===== src/rtl/key_input_pkg.sv =====
// Shared types and default timing constants for the key_input board front end.
package key_input_pkg;

    localparam int DATA_W = 32;

    localparam int DEF_SW_W            = 16;
    localparam int DEF_DEBOUNCE_CYCLES = 100000;
    localparam int DEF_REPEAT_DELAY    = 500000;
    localparam int DEF_REPEAT_PERIOD   = 200000;

    typedef enum logic [1:0] {
        IDLE        = 2'd0,
        PRESS_CHK   = 2'd1,
        HELD        = 2'd2,
        RELEASE_CHK = 2'd3
    } deb_state_t;

endpackage


===== src/rtl/key_input_if.sv =====
// CPU-side read handshake of key_input: one latched word, a valid flag and a sticky overflow flag.
interface key_input_if;
    import key_input_pkg::*;

    logic              rd_en;
    logic [DATA_W-1:0] rd_data;
    logic              rd_valid;
    logic              overflow;

    modport master (
        output rd_en,
        input  rd_data,
        input  rd_valid,
        input  overflow
    );

    modport slave (
        input  rd_en,
        output rd_data,
        output rd_valid,
        output overflow
    );

endinterface


===== src/rtl/key_debounce.sv =====
// Two-flop synchroniser plus four-state debounce FSM for the confirm button.
// Emits a one-cycle press pulse on acceptance, the debounced level, and a HELD indicator.
module key_debounce
    import key_input_pkg::*;
#(
    parameter int DEBOUNCE_CYCLES = DEF_DEBOUNCE_CYCLES
) (
    input  logic clk,
    input  logic rst,
    input  logic btn_raw,
    output logic press,
    output logic level,
    output logic held
);

    localparam int                CNT_W    = $clog2(DEBOUNCE_CYCLES + 1);
    localparam logic [CNT_W-1:0] CNT_MAX  = CNT_W'(DEBOUNCE_CYCLES);
    localparam logic [CNT_W-1:0] CNT_LAST = CNT_W'(DEBOUNCE_CYCLES - 1);

    logic [1:0]       btn_sync;
    logic             btn;
    deb_state_t       state;
    deb_state_t       state_next;
    logic [CNT_W-1:0] cnt;
    logic [CNT_W-1:0] cnt_next;
    logic [CNT_W-1:0] cnt_inc;

    // NOTE: sequential state uses <= so every flop samples pre-edge values, independent of block order.
    always_ff @(posedge clk) begin
        if (rst) begin
            btn_sync <= '0;
        end else begin
            btn_sync <= {btn_sync[0], btn_raw};
        end
    end

    assign btn = btn_sync[1];

    // Saturating increment: the counter can never wrap back into a false "stable" reading.
    assign cnt_inc = (cnt == CNT_MAX) ? cnt : cnt + CNT_W'(1);

    always_ff @(posedge clk) begin
        if (rst) begin
            state <= IDLE;
            cnt   <= '0;
        end else begin
            state <= state_next;
            cnt   <= cnt_next;
        end
    end

    // NOTE: defaults first, so no path through the case leaves a variable unassigned (no latch).
    always_comb begin
        state_next = state;
        cnt_next   = cnt;
        unique case (state)
            IDLE: begin
                if (btn) begin
                    state_next = PRESS_CHK;
                    cnt_next   = '0;
                end
            end
            PRESS_CHK: begin
                if (!btn) begin
                    state_next = IDLE;
                end else if (cnt_inc == CNT_LAST) begin
                    state_next = HELD;
                end else begin
                    cnt_next = cnt_inc;
                end
            end
            HELD: begin
                if (!btn) begin
                    state_next = RELEASE_CHK;
                    cnt_next   = '0;
                end
            end
            RELEASE_CHK: begin
                if (btn) begin
                    state_next = HELD;
                end else if (cnt_inc == CNT_LAST) begin
                    state_next = IDLE;
                end else begin
                    cnt_next = cnt_inc;
                end
            end
            default: begin
                state_next = IDLE;
            end
        endcase
    end

    // The IDLE cycle that saw the first 1 plus DEBOUNCE_CYCLES-1 counting cycles make the full window.
    always_comb begin
        press = (state == PRESS_CHK) && btn && (cnt_inc == CNT_LAST);
        level = (state == HELD) || (state == RELEASE_CHK);
        held  = (state == HELD);
    end

endmodule


===== src/rtl/key_input.sv =====
// Board key-input front end: debounced confirm button samples the slide switches into a CPU-readable word.
// Optional auto-repeat while the button is held: define KEY_INPUT_AUTOREPEAT_EN.
module key_input
    import key_input_pkg::*;
#(
    parameter int SW_W            = DEF_SW_W,
    parameter int DEBOUNCE_CYCLES = DEF_DEBOUNCE_CYCLES,
    parameter int REPEAT_DELAY    = DEF_REPEAT_DELAY,
    parameter int REPEAT_PERIOD   = DEF_REPEAT_PERIOD
) (
    input  logic            clk,
    input  logic            rst,
    input  logic [SW_W-1:0] sw_raw,
    input  logic            btn_raw,
    key_input_if.slave      cpu
);

    logic [SW_W-1:0] sw_meta;
    logic [SW_W-1:0] sw_sync;
    logic            deb_press;
    logic            deb_level;
    logic            deb_held;
    logic            word_load;

    // Same two-stage depth as the button path, so the sample lines up with the press pulse.
    always_ff @(posedge clk) begin
        if (rst) begin
            sw_meta <= '0;
            sw_sync <= '0;
        end else begin
            sw_meta <= sw_raw;
            sw_sync <= sw_meta;
        end
    end

    key_debounce #(
        .DEBOUNCE_CYCLES (DEBOUNCE_CYCLES)
    ) u_debounce (
        .clk     (clk),
        .rst     (rst),
        .btn_raw (btn_raw),
        .press   (deb_press),
        .level   (deb_level),
        .held    (deb_held)
    );

`ifdef KEY_INPUT_AUTOREPEAT_EN
    // After a pulse the counter reloads so the next one lands REPEAT_PERIOD cycles later; needs PERIOD <= DELAY.
    localparam int               REP_W      = $clog2(REPEAT_DELAY + 1);
    localparam logic [REP_W-1:0] REP_LAST   = REP_W'(REPEAT_DELAY - 1);
    localparam logic [REP_W-1:0] REP_RELOAD = REP_W'(REPEAT_DELAY - REPEAT_PERIOD);

    logic [REP_W-1:0] rep_cnt;
    logic             rep_pulse;
    logic             deb_unused;

    always_ff @(posedge clk) begin
        if (rst) begin
            rep_cnt <= '0;
        end else if (!deb_held) begin
            rep_cnt <= '0;
        end else if (rep_cnt == REP_LAST) begin
            rep_cnt <= REP_RELOAD;
        end else begin
            rep_cnt <= rep_cnt + REP_W'(1);
        end
    end

    assign rep_pulse  = deb_held && (rep_cnt == REP_LAST);
    assign word_load  = deb_press || rep_pulse;
    assign deb_unused = deb_level;
`else
    localparam int REPEAT_UNUSED = REPEAT_DELAY + REPEAT_PERIOD;

    logic [1:0] deb_unused;

    assign word_load  = deb_press;
    assign deb_unused = {deb_level, deb_held};
`endif

    // A load wins over a read; loading onto an unread word without a same-cycle read is an overflow.
    always_ff @(posedge clk) begin
        if (rst) begin
            cpu.rd_data  <= '0;
            cpu.rd_valid <= 1'b0;
            cpu.overflow <= 1'b0;
        end else if (word_load) begin
            cpu.rd_data  <= DATA_W'(sw_sync);
            cpu.rd_valid <= 1'b1;
            if (cpu.rd_valid && !cpu.rd_en) begin
                cpu.overflow <= 1'b1;
            end
        end else if (cpu.rd_en && cpu.rd_valid) begin
            cpu.rd_valid <= 1'b0;
        end
    end

endmodule


===== src/flat_wrapper.sv =====
// flat-port wrapper written by rule: the top's interface ports become plain ports
module key_input_flat import key_input_pkg::*;
#(
    parameter int SW_W            = DEF_SW_W,
    parameter int DEBOUNCE_CYCLES = DEF_DEBOUNCE_CYCLES,
    parameter int REPEAT_DELAY    = DEF_REPEAT_DELAY,
    parameter int REPEAT_PERIOD   = DEF_REPEAT_PERIOD
)
  (clk, rst, sw_raw, btn_raw, cpu_rd_en, cpu_rd_data, cpu_rd_valid, cpu_overflow);
  key_input_if cpu_i ();
  input  logic clk;
  input  logic rst;
  input  logic [SW_W-1:0] sw_raw;
  input  logic btn_raw;
  input wire logic [$bits(cpu_i.rd_en)-1:0] cpu_rd_en;
  output wire logic [$bits(cpu_i.rd_data)-1:0] cpu_rd_data;
  output wire logic [$bits(cpu_i.rd_valid)-1:0] cpu_rd_valid;
  output wire logic [$bits(cpu_i.overflow)-1:0] cpu_overflow;
  assign cpu_i.rd_en = cpu_rd_en;
  assign cpu_rd_data = cpu_i.rd_data;
  assign cpu_rd_valid = cpu_i.rd_valid;
  assign cpu_overflow = cpu_i.overflow;
  key_input #(.SW_W(SW_W), .DEBOUNCE_CYCLES(DEBOUNCE_CYCLES), .REPEAT_DELAY(REPEAT_DELAY), .REPEAT_PERIOD(REPEAT_PERIOD)) u_core (.clk(clk), .rst(rst), .sw_raw(sw_raw), .btn_raw(btn_raw), .cpu(cpu_i));
endmodule

===== config.mk =====
export PLATFORM = sky130hd
export DESIGN_NAME = key_input_flat
export DESIGN_NICKNAME = d
export VERILOG_FILES = /design/src/rtl/key_input_pkg.sv /design/src/rtl/key_input_if.sv /design/src/rtl/key_debounce.sv /design/src/rtl/key_input.sv /design/src/flat_wrapper.sv
export SDC_FILE = /design/constraint.sdc
export NUM_CORES = 1
export LEC_CHECK = 0
export CAP_MARGIN = 20
export CORE_MARGIN = 2
export CORE_UTILIZATION = 34
export CTS_CLUSTER_SIZE = 30
export DETAILED_ROUTE_END_ITERATION = 12
export GPL_TIMING_DRIVEN = 0
export PLACE_DENSITY = 0.55
export SYNTH_ARGS = -nofsm -noshare
export SYNTH_HDL_FRONTEND = slang
export SYNTH_SLANG_ARGS = --single-unit

===== constraint.sdc =====
create_clock -name clk -period 4.3 [get_ports clk]
set_clock_uncertainty 0.1 [all_clocks]
set_input_delay 0.43 -clock clk [delete_from_list [all_inputs] [get_ports clk]]
set_output_delay 0.43 -clock clk [all_outputs]
set_load 0.01 [all_outputs]

==> results of run 1 <==
## power groups by stage
stage	Clock, mW	Sequential (mW)	Combinational (mW)
5_1_grt	0.630	0.677	0.0728
3_3_place_gp	0	0.691	0.0663
3_5_place_dp	0	0.691	0.0666
4_1_cts	0.603	0.675	0.0667
2_1_floorplan	0	0.690	0.0423
6_report	0.586	0.675	0.0661
## final cells by class
| class | instances | area, sq um |
|---|---|---|
| clock buffer | 10 | 128 |
| tap | 108 | 135 |
| timing repair buffer | 36 | 360 |
| fill | 883 | 4910 |
| sequential | 71 | 1420 |
| buffer | 41 | 248 |
| clock inverter | 6 | 92.6 |
| multi-input combinational | 224 | 1450 |
| inverter | 4 | 15.0 |
## cells in the mapped netlist (2+ instances only)
master,n,share of area
nand4_2,2,0.0081
a22oi_1,9,0.022
nor3_1,3,0.0049
dfxtp_1,71,0.46
clkbuf_1,11,0.013
a21oi_1,2,0.0033
nand3_1,13,0.021
o21ai_0,4,0.0065
and2_1,2,0.0041
nand2_1,16,0.020
and4_1,4,0.011
buf_2,9,0.015
ha_1,2,0.0081
buf_4,20,0.049
a31oi_1,5,0.010
nand2b_1,5,0.010
inv_1,4,0.0049
or2_2,2,0.0041
mux2i_1,18,0.059
mux2_2,4,0.015
nor4_2,2,0.0081
nor2_1,40,0.049
or4b_1,4,0.013
o31ai_1,2,0.0049
and4bb_1,2,0.0081
nand4b_1,2,0.0057
nand4_1,4,0.0081
a21o_1,6,0.015
nor2b_1,35,0.071
## worst paths after layout
kind,to,from
worst min-delay path,u_core.u_debounce.btn_sync[1]$_SDFF_PP0_,u_core.u_debounce.btn_sync[0]$_SDFF_PP0_
worst max-delay path,u_core.u_debounce.cnt[13]$_SDFFE_PP0P_,u_core.u_debounce.cnt[1]$_SDFFE_PP0P_
worst min register to register,u_core.u_debounce.btn_sync[1]$_SDFF_PP0_,u_core.u_debounce.btn_sync[0]$_SDFF_PP0_
worst max register to register,u_core.u_debounce.cnt[13]$_SDFFE_PP0P_,u_core.u_debounce.cnt[1]$_SDFFE_PP0P_
## logic make-up (layout without fill, tap and decap cells)
kind of cell | after synthesis | in the layout
buffers and inverters | 45 | 97
AND/OR/NAND/NOR | 144 | 144
XOR/XNOR | 2 | 2
flip-flops | 71 | 71
multiplexers | 23 | 23
adder cells (fa/ha/maj) | 2 | 2
AO/OA/AOI/OAI | 37 | 37
other | 1 | 16
## critical path, stage by stage, from the launching register on
cell and delay [ns]:
dfxtp_1 0.33, ha_1 0.34, nand4_1 0.19, nor4_2 0.33
mux2_4 0.34, nor4_2 0.32, a21o_1 0.23, buf_6 0.17
buf_2 0.25, nand2_1 0.08, a31oi_1 0.16
## per-stage QoR
stage	instances	setup WS, ns	power, mW
3_3_place_gp	484	1.32	0.757
4_1_cts	500	1.35	1.34
5_1_grt	500	1.15	1.38
6_report	500	1.37	1.33
2_1_floorplan	340	1.77	0.732
3_5_place_dp	484	1.39	0.757
## state kept, by name (all words and copies together), names as in the netlist, named ones only
signal	cells
u_core.u_debounce.cnt	17
u_core.cpu.rd_data	16
u_core.sw_meta	16
u_core.sw_sync	16
u_core.u_debounce.btn_sync	2
u_core.cpu.overflow	1
u_core.cpu.rd_valid	1
u_core.u_debounce.state	1
## routing by layer
layer | vias to the layer above | share of wire | global-route usage
li1 | 1213 | - | -
met1 | 1100 | 0.48 | 0.176
met2 | 61 | 0.45 | 0.202
met3 | 12 | 0.050 | 0.0302
met4 | 0 | 0.021 | 0.0590
met5 | - | 0 | 0
==> run summary, run 1 <==
Main combinational cell family by area after synthesis - simple AND/OR/NAND/NOR gates
Top FF cell, synth - dfxtp_1
Final hold slack - 0.331 ns
Core Area - 8760 sq um
Clock sinks - 71
Async SR Flop Fraction - 0
Mux contribution to synthesized area - 0.0780
Post-DRT Antenna Nets - 0
Commonest non-fill, non-tap cell in the layout - dfxtp_1
IO Pins - 54
Die width - 99.2 um
Worst-path clk slew - 0.08 ns
Synth Area in Compound Gates - 0.0874
CTS Root Cell - clkbuf_8
Largest net degree at the start of global routing - 14
Syn Std Cell Area - 3080 sq um
Register area share after synthesis - 0.462
Crit end category - flip-flop
Fin nets - 409
WHS Path Cells - 1
Startpoint Class - flip-flop
Initial DRC Count - 128
Slew margin rel. - 0.315
# hold bufs at CTS - 0
Final min period - 2.93 ns
Comb pwr share - 0.050
RSZ-0062 raised after global routing - false
Sw Share - 0.218
Synth Area in Simple Gates - 0.273
Syn Inst Count - 325
Layout area overhead - 25.1%
Worst EP arrival - 3.08 ns
GRT overflow - 0
Number of buffers created by CTS - 9
Most frequent cells in the layout - dfxtp_1, nor2_1, clkdlybuf4s50_1, nor2b_1, buf_4
Final core area utilization - 0.439
Share of layout cells above drive strength 1 - 0.153
Worst-Skew Late Latency - 0.34 ns
Final Wtd Congestion - 0.864
Port Buffers - 36
DR WL/cell - 12.4 um
First-pass DRT Iterations - 4
Hold crit path type - reg -> reg
Lkg Pwr - 1.63 nW
Synth cell types - 51
Number of flops mapped to enable cells by yosys - 0
Vias/cell - 4.77
Antenna violations before repair - 0
Final Cell Area - 3850 sq um
Inserted Diodes - 0
P_sw - 0.290 mW
Vias in the first global route - 2134
PD cells - 345 nW/um^2
Worst Path Max Fanout - 10
Period utilisation layout - 0.680
Crit Path Category - reg -> reg
HPWL Detailed - 4320 um
MaxCap Viol Count - 0
DP Area - 3630 sq um
Status - complete, no violations
Setup TNS Final - 0 ns
Seq pwr share - 0.509
Clock power share - 0.441
Register bit total from synthesis - 71
Routed wire length - 6180 um
Fmax - 342 MHz
Die Y - 99.2 um
Final-report hold violation count - 0
Required @ worst endpoint - 4.46 ns
R2R cell count - 10
Rows - 34
Die area - 9830 sq um
Worst slew pin tran - 1.02 ns
# H-tree levels - 3
Final-report max-slew violation count - 0
Worst reg2reg setup slack - 1.37 ns
P_int - 1.04 mW
First-pass GRT wire length - 10300 um
Max clock buf depth - 2
Peak supply drop - 0.192 mV
Setup bufs post-CTS - 0
Xor and xnor area share after synthesis - 0.00569
Final setup fails - 0
DRC - 0
Synth warn - 0
GRT Util Overall - 0.131
Initial core utilization - 0.351
Synthesized area per cell - 9.47 sq um
CTS tree - yes
Via count - 2386
Post-cts resize count - 0
Adder-cell share of the synthesized area - 0.00813
Note: power is estimated with default switching activity, not from simulation.
==> inputs of run 2 (changes only) <==
PLACE_DENSITY = 0.57   (was 0.55)
clock period = 2.6 ns   (was 4.3 ns; I/O delays follow)
==> run 2 against run 1 <==
  * Via count is 2.0% higher
  * Sequential cell count did not move
  * Sequential share of layout area is 1.4 points lower
  * Global-route usage increased by 0.34 points
==> run summary, run 2 (same netlist as run 1, synthesis figures left out) <==
Status - complete, no violations
Number of buffers created by CTS - 9 (unchanged)
Final core area utilization - 0.459 (+0.0193)
R2R cell count - 11 (+1)
Commonest non-fill, non-tap cell in the layout - dfxtp_1
Dpl cells - 484 (unchanged)
Largest net degree at the start of global routing - 19 (+5)
Worst Setup SP - u_core.u_debounce.cnt[0]$_SDFFE_PP0P_
RSZ-0062 raised after global routing - true
Peak supply drop - 0.345 mV (+79%)
Post-Layout Cell Count - 510 (+2.0%)
Port Buffers - 36 (unchanged)
Setup TNS Final - 0 ns (unchanged)
Worst r2r dst - u_core.u_debounce.cnt[7]$_SDFFE_PP0P_
CTS Root Cell - clkbuf_8
Final-report max-slew violation count - 0 (unchanged)
Final setup fails - 0 (unchanged)
Vias in the first global route - 2213 (+3.7%)
Initial core utilization - 0.351 (unchanged)
DR WL/cell - 12.5 um (+1.4%)
HPWL Detailed - 4390 um (+1.5%)
Max clock buf depth - 2 (unchanged)
Fin nets - 419 (+2.4%)
Clock sinks - 71 (unchanged)
Worst-Skew Late Latency - 0.35 ns (about the same)
Vias/cell - 4.77 (about the same)
Die area - 9830 sq um (unchanged)
Core Area - 8760 sq um (unchanged)
Rows - 34 (unchanged)
Share of layout cells above drive strength 1 - 0.201 (+0.0484)
Lkg Pwr - 1.72 nW (+5.6%)
Startpoint Class - flip-flop
Die width - 99.2 um (unchanged)
Worst reg2reg setup slack - 0.04 ns (-1.33 ns)
Slew margin rel. - 0.308 (-0.00728)
Worst Path Max Fanout - 7 (-3)
Critical Path End - u_core.u_debounce.cnt[7]$_SDFFE_PP0P_
Final-report hold violation count - 0 (unchanged)
Reg2Reg Launch Point - u_core.u_debounce.cnt[0]$_SDFFE_PP0P_
Crit end category - flip-flop
Fmax - 391 MHz (+14%)
Initial DRC Count - 128 (unchanged)
Routed wire length - 6390 um (+3.4%)
Most frequent cells in the layout - dfxtp_1, nor2_1, clkdlybuf4s50_1, nor2b_1, buf_4
First-pass DRT Iterations - 4 (unchanged)
Antenna violations before repair - 0 (unchanged)
Worst-path clk slew - 0.09 ns (about the same)
Final Wtd Congestion - 0.845 (-2.2%)
Design Power - 2.24 mW (+68%)
Fill cells - 869 (-1.6%)
MaxCap Viol Count - 0 (unchanged)
Final min period - 2.56 ns (-0.367 ns)
Hold crit path type - in -> reg
Final Cell Area - 4020 sq um (+4.4%)
Largest reg by FF count - u_core.u_debounce.cnt
Post-DRT Antenna Nets - 0 (unchanged)
IO Pins - 54 (unchanged)
GRT Util Overall - 0.134 (+0.00343)
Inserted Diodes - 0 (unchanged)
# H-tree levels - 3 (unchanged)
Layout area overhead - 30.6%
Max reg flops - 17 (unchanged)
First-pass GRT wire length - 10500 um (+1.5%)
Worst slew pin tran - 1.03 ns (+0.0108 ns)
Die Y - 99.2 um (unchanged)
Crit Path Category - reg -> reg
Via count - 2433 (+2.0%)
DRC - 0 (unchanged)
CTS tree - yes
Period utilisation layout - 0.984 (+0.304)
DP Area - 3630 sq um (unchanged)
GRT overflow - 0 (unchanged)
Required @ worst endpoint - 2.78 ns (-1.68 ns)
Worst EP arrival - 2.74 ns (-0.34 ns)
PD cells - 556 nW/um^2 (+61%)
==> run 2: metrics by stage <==
stage | setup slack [ns] | hold WS (ns)
after global routing | -0.0437 | 0.259
after detailed placement | -0.390 | 0.326
after CTS | 0.00140 | 0.187
final | 0.0421 | 0.182
after floorplan | 0.0745 | 0.288
after global placement | -0.381 | 0.317
==> run 2: report_power, final <==
group / switching (mW) / total (mW) / internal [mW]
Sequential: 0.00609 / 1.12 / 1.11
Combinational: 0.0516 / 0.115 / 0.0629
Clock: 0.452 / 1.00 / 0.553
==> run 2: layout make-up <==
cell class / count / area, sq um / share of cell area
plain buffers: 40 / 270 / 0.0672
clock buffers: 9 / 124 / 0.0308
clock inverters: 7 / 105 / 0.0261
inverters: 4 / 17.5 / 0.00436
multi-input cells: 224 / 1500 / 0.372
flip-flops and latches: 71 / 1430 / 0.355
well taps: 108 / 135 / 0.0336
repair buffers: 47 / 444 / 0.110
==> run 2: routing by layer <==
metal  track usage  wire (um)  vias up
met2         0.211       3020       72
met5             0          0        -
met3        0.0408        429       15
met4        0.0580        128        0
met1         0.172       2820     1112
li1              -          -     1234
==> run 2: repair_timing <==
action | CTS | global route
pin swaps | 6 | 10
gates resized for setup | 17 | 11
setup endpoints to repair | 35 | 30
buffers inserted | 3 | 8
hold buffers | 0 | 0
hold endpoints to repair | 0 | 0
==> run 2: how the worst min path moves through the flow <==
stage | cells past startpoint | from | endpoint
floorplan | 1 | sw_raw[0] | u_core.sw_meta[0]$_SDFF_PP0_
global placement | 1 | u_core.sw_meta[6]$_SDFF_PP0_ | u_core.sw_sync[6]$_SDFF_PP0_
detailed placement | 1 | u_core.sw_meta[5]$_SDFF_PP0_ | u_core.sw_sync[5]$_SDFF_PP0_
CTS | 2 | rst | u_core.u_debounce.btn_sync[1]$_SDFF_PP0_
global route | 2 | rst | u_core.u_debounce.btn_sync[1]$_SDFF_PP0_
finish | 2 | rst | u_core.u_debounce.btn_sync[1]$_SDFF_PP0_
==> run 2: critical path, stage by stage, from the launching register on <==
cell and delay, ns:
dfxtp_2 0.35, buf_6 0.14, inv_4 0.06, ha_2 0.16, and4bb_1 0.24, nand4_4 0.09
a21o_1 0.21, and2_4 0.16, a21o_1 0.19, buf_6 0.15, or4b_1 0.46, a31oi_1 0.17
==> inputs of run 3 (changes only) <==
CELL_PAD_IN_SITES_DETAIL_PLACEMENT = 1   (was default)
CELL_PAD_IN_SITES_GLOBAL_PLACEMENT = 1   (was default)
PLACE_DENSITY = default   (was 0.57)
PLACE_DENSITY_LB_ADDON = 0.1   (was default)
==> run 3 against run 2 <==
  * The run now ends with setup timing left
  * Power fell by 10%
  * Via count rose by 3.2%
  * Non-clock buffer count rose by 4
  * Sequential power barely moved
  * Maximum frequency fell by 2.5%
  * Sequential share of layout area fell by 0.68 points
  * Die area did not move
  * Final cell count rose by 0.59%
  * Critical path type unchanged
==> run summary, run 3 (same netlist as run 1, synthesis figures left out) <==
Status - finished, violations left
Failing checks - setup timing
CTS tree - yes
Final-report hold violation count - 0 (unchanged)
Clock sinks - 71 (unchanged)
Layout area overhead - 33.1%
Vias/cell - 4.89 (+2.6%)
First-pass DRT Iterations - 4 (unchanged)
Initial core utilization - 0.351 (unchanged)
Crit end category - flip-flop
Worst-path clk slew - 0.08 ns (about the same)
Post-Layout Cell Count - 513 (+0.59%)
Final min period - 2.62 ns (+0.0649 ns)
Final Wtd Congestion - 0.809 (-4.2%)
Slew margin rel. - 0.550 (+0.242)
Worst reg2reg setup slack - -0.02 ns (-0.06 ns)
R2R cell count - 10 (-1)
Worst Path Max Fanout - 5 (-2)
Max reg flops - 17 (unchanged)
Reg2Reg Launch Point - u_core.u_debounce.cnt[1]$_SDFFE_PP0P_
Critical Path End - u_core.u_debounce.cnt[3]$_SDFFE_PP0P_
Worst-Skew Late Latency - 0.35 ns (about the same)
Design Power - 2.01 mW (-10%)
Post-route setup slack - -0.0228 ns (-0.0649 ns)
Largest reg by FF count - u_core.u_debounce.cnt
Max clock buf depth - 2 (unchanged)
Core Area - 8760 sq um (unchanged)
Routed wire length - 7750 um (+21%)
MaxCap Viol Count - 0 (unchanged)
Period utilisation layout - 1.01 (+0.0249)
Inserted Diodes - 0 (unchanged)
Vias in the first global route - 2503 (+13%)
Peak supply drop - 0.325 mV (-5.7%)
Die width - 99.2 um (unchanged)
Initial DRC Count - 79 (-38%)
Dpl cells - 484 (unchanged)
Antenna violations before repair - 0 (unchanged)
GRT overflow - 0 (unchanged)
Final setup fails - 1 (+1)
Share of layout cells above drive strength 1 - 0.232 (+0.0306)
IO Pins - 54 (unchanged)
Worst Setup SP - u_core.u_debounce.cnt[1]$_SDFFE_PP0P_
Worst EP arrival - 2.78 ns (+0.04 ns)
Post-DRT Antenna Nets - 0 (unchanged)
PD cells - 490 nW/um^2 (-12%)
DP Area - 3630 sq um (unchanged)
Final hold slack - 0.168 ns (-0.0138 ns)
Required @ worst endpoint - 2.76 ns (-0.02 ns)
Worst slew pin tran - 0.676 ns (-0.355 ns)
Startpoint Class - flip-flop
HPWL Detailed - 5240 um (+19%)
Rows - 34 (unchanged)
Final core area utilization - 0.468 (+0.00900)
Crit Path Category - reg -> reg
Die Y - 99.2 um (unchanged)
Final Cell Area - 4100 sq um (+2.0%)
First-pass GRT wire length - 12400 um (+18%)
DR WL/cell - 15.1 um (+20%)
RSZ-0062 raised after global routing - true
Largest net degree at the start of global routing - 13 (-6)
GRT Util Overall - 0.160 (+0.0261)
Hold crit path type - in -> reg
Lkg Pwr - 1.74 nW (+1.1%)
Commonest non-fill, non-tap cell in the layout - dfxtp_1
DRC - 0 (unchanged)
Fmax - 381 MHz (-2.5%)
Final-report max-slew violation count - 0 (unchanged)
CTS Root Cell - clkbuf_8
# H-tree levels - 3 (unchanged)
Most frequent cells in the layout - dfxtp_1, nor2_1, clkdlybuf4s50_1, nor2b_1, buf_4
Number of buffers created by CTS - 9 (unchanged)
Die area - 9830 sq um (unchanged)
Worst r2r dst - u_core.u_debounce.cnt[3]$_SDFFE_PP0P_
Via count - 2511 (+3.2%)
Fin nets - 423 (+0.95%)
Port Buffers - 36 (unchanged)
## run 3: cell types whose count changed in the layout (fill, tap and decap cells not counted), moves of 2 or more
| cell | delta |
|---|---|
| buf_4 | -3 |
| nand2_1 | -4 |
| bufinv_16 | -2 |
| clkbuf_16 | +2 |
| clkinv_2 | +3 |
| buf_6 | +5 |
| nand2_2 | +3 |
| a22oi_1 | -3 |
| a22oi_2 | +3 |
## run 3: worst min-delay path by stage
stage	end	cells after the start	startpoint
3_3_place_gp	u_core.sw_sync[7]$_SDFF_PP0_	1	u_core.sw_meta[7]$_SDFF_PP0_
2_1_floorplan	u_core.sw_meta[0]$_SDFF_PP0_	1	sw_raw[0]
6_report	u_core.u_debounce.btn_sync[1]$_SDFF_PP0_	2	rst
4_1_cts	u_core.u_debounce.btn_sync[1]$_SDFF_PP0_	2	rst
3_5_place_dp	u_core.sw_sync[8]$_SDFF_PP0_	1	u_core.sw_meta[8]$_SDFF_PP0_
5_1_grt	u_core.u_debounce.btn_sync[1]$_SDFF_PP0_	2	rst
## run 3: power breakdown
group | internal [mW] | leakage [nW] | switching (mW) | total (mW)
Combinational | 0.0675 | 1.08 | 0.0576 | 0.125
Clock | 0.337 | 0.0809 | 0.431 | 0.768
Sequential | 1.11 | 0.581 | 0.00663 | 1.12
## run 3: metrics by stage
step	TNS [ns]	worst slack, ns
detailed placement	-10.60	-0.443
global placement	-7.72	-0.386
CTS	0	0.0181
global route	-2.27	-0.106
finish	-0.0228	-0.0228
floorplan	0	0.0745
## run 3: layer usage
| layer | global-route usage | vias to the layer above | part of all wire |
|---|---|---|---|
| met5 | 0 | - | 0 |
| met4 | 0.0580 | 0 | 0.015 |
| met3 | 0.0358 | 16 | 0.040 |
| met1 | 0.199 | 1208 | 0.45 |
| met2 | 0.273 | 52 | 0.50 |
| li1 | - | 1235 | - |
## run 3: cell type report
cell class / count / area (sq um)
fillers: 1011 / 4660
multi-input cells: 224 / 1540
flip-flops and latches: 71 / 1430
repair buffers: 50 / 512
plain buffers: 41 / 302
well taps: 108 / 135
clock buffers: 9 / 124
clock inverters: 6 / 38.8
inverters: 4 / 17.5
## run 3: critical path: stages, from the launching register on
cell	delay, ns
dfxtp_4	0.36
ha_4	0.18
buf_4	0.15
a21bo_2	0.21
o32ai_1	0.10
a31oi_2	0.30
nor4_4	0.07
a21o_1	0.22
buf_4	0.15
or4b_4	0.51
a31oi_1	0.19
## run 3: repair_timing
item / in CTS / in global routing
endpoints found under the hold margin: 0 / 0
gates resized for setup: 17 / 29
pin swaps: 8 / 17
cloned: 0 / 2
setup endpoints to repair: 35 / 19
buffers inserted: 2 / 9
hold buffers: 0 / 0
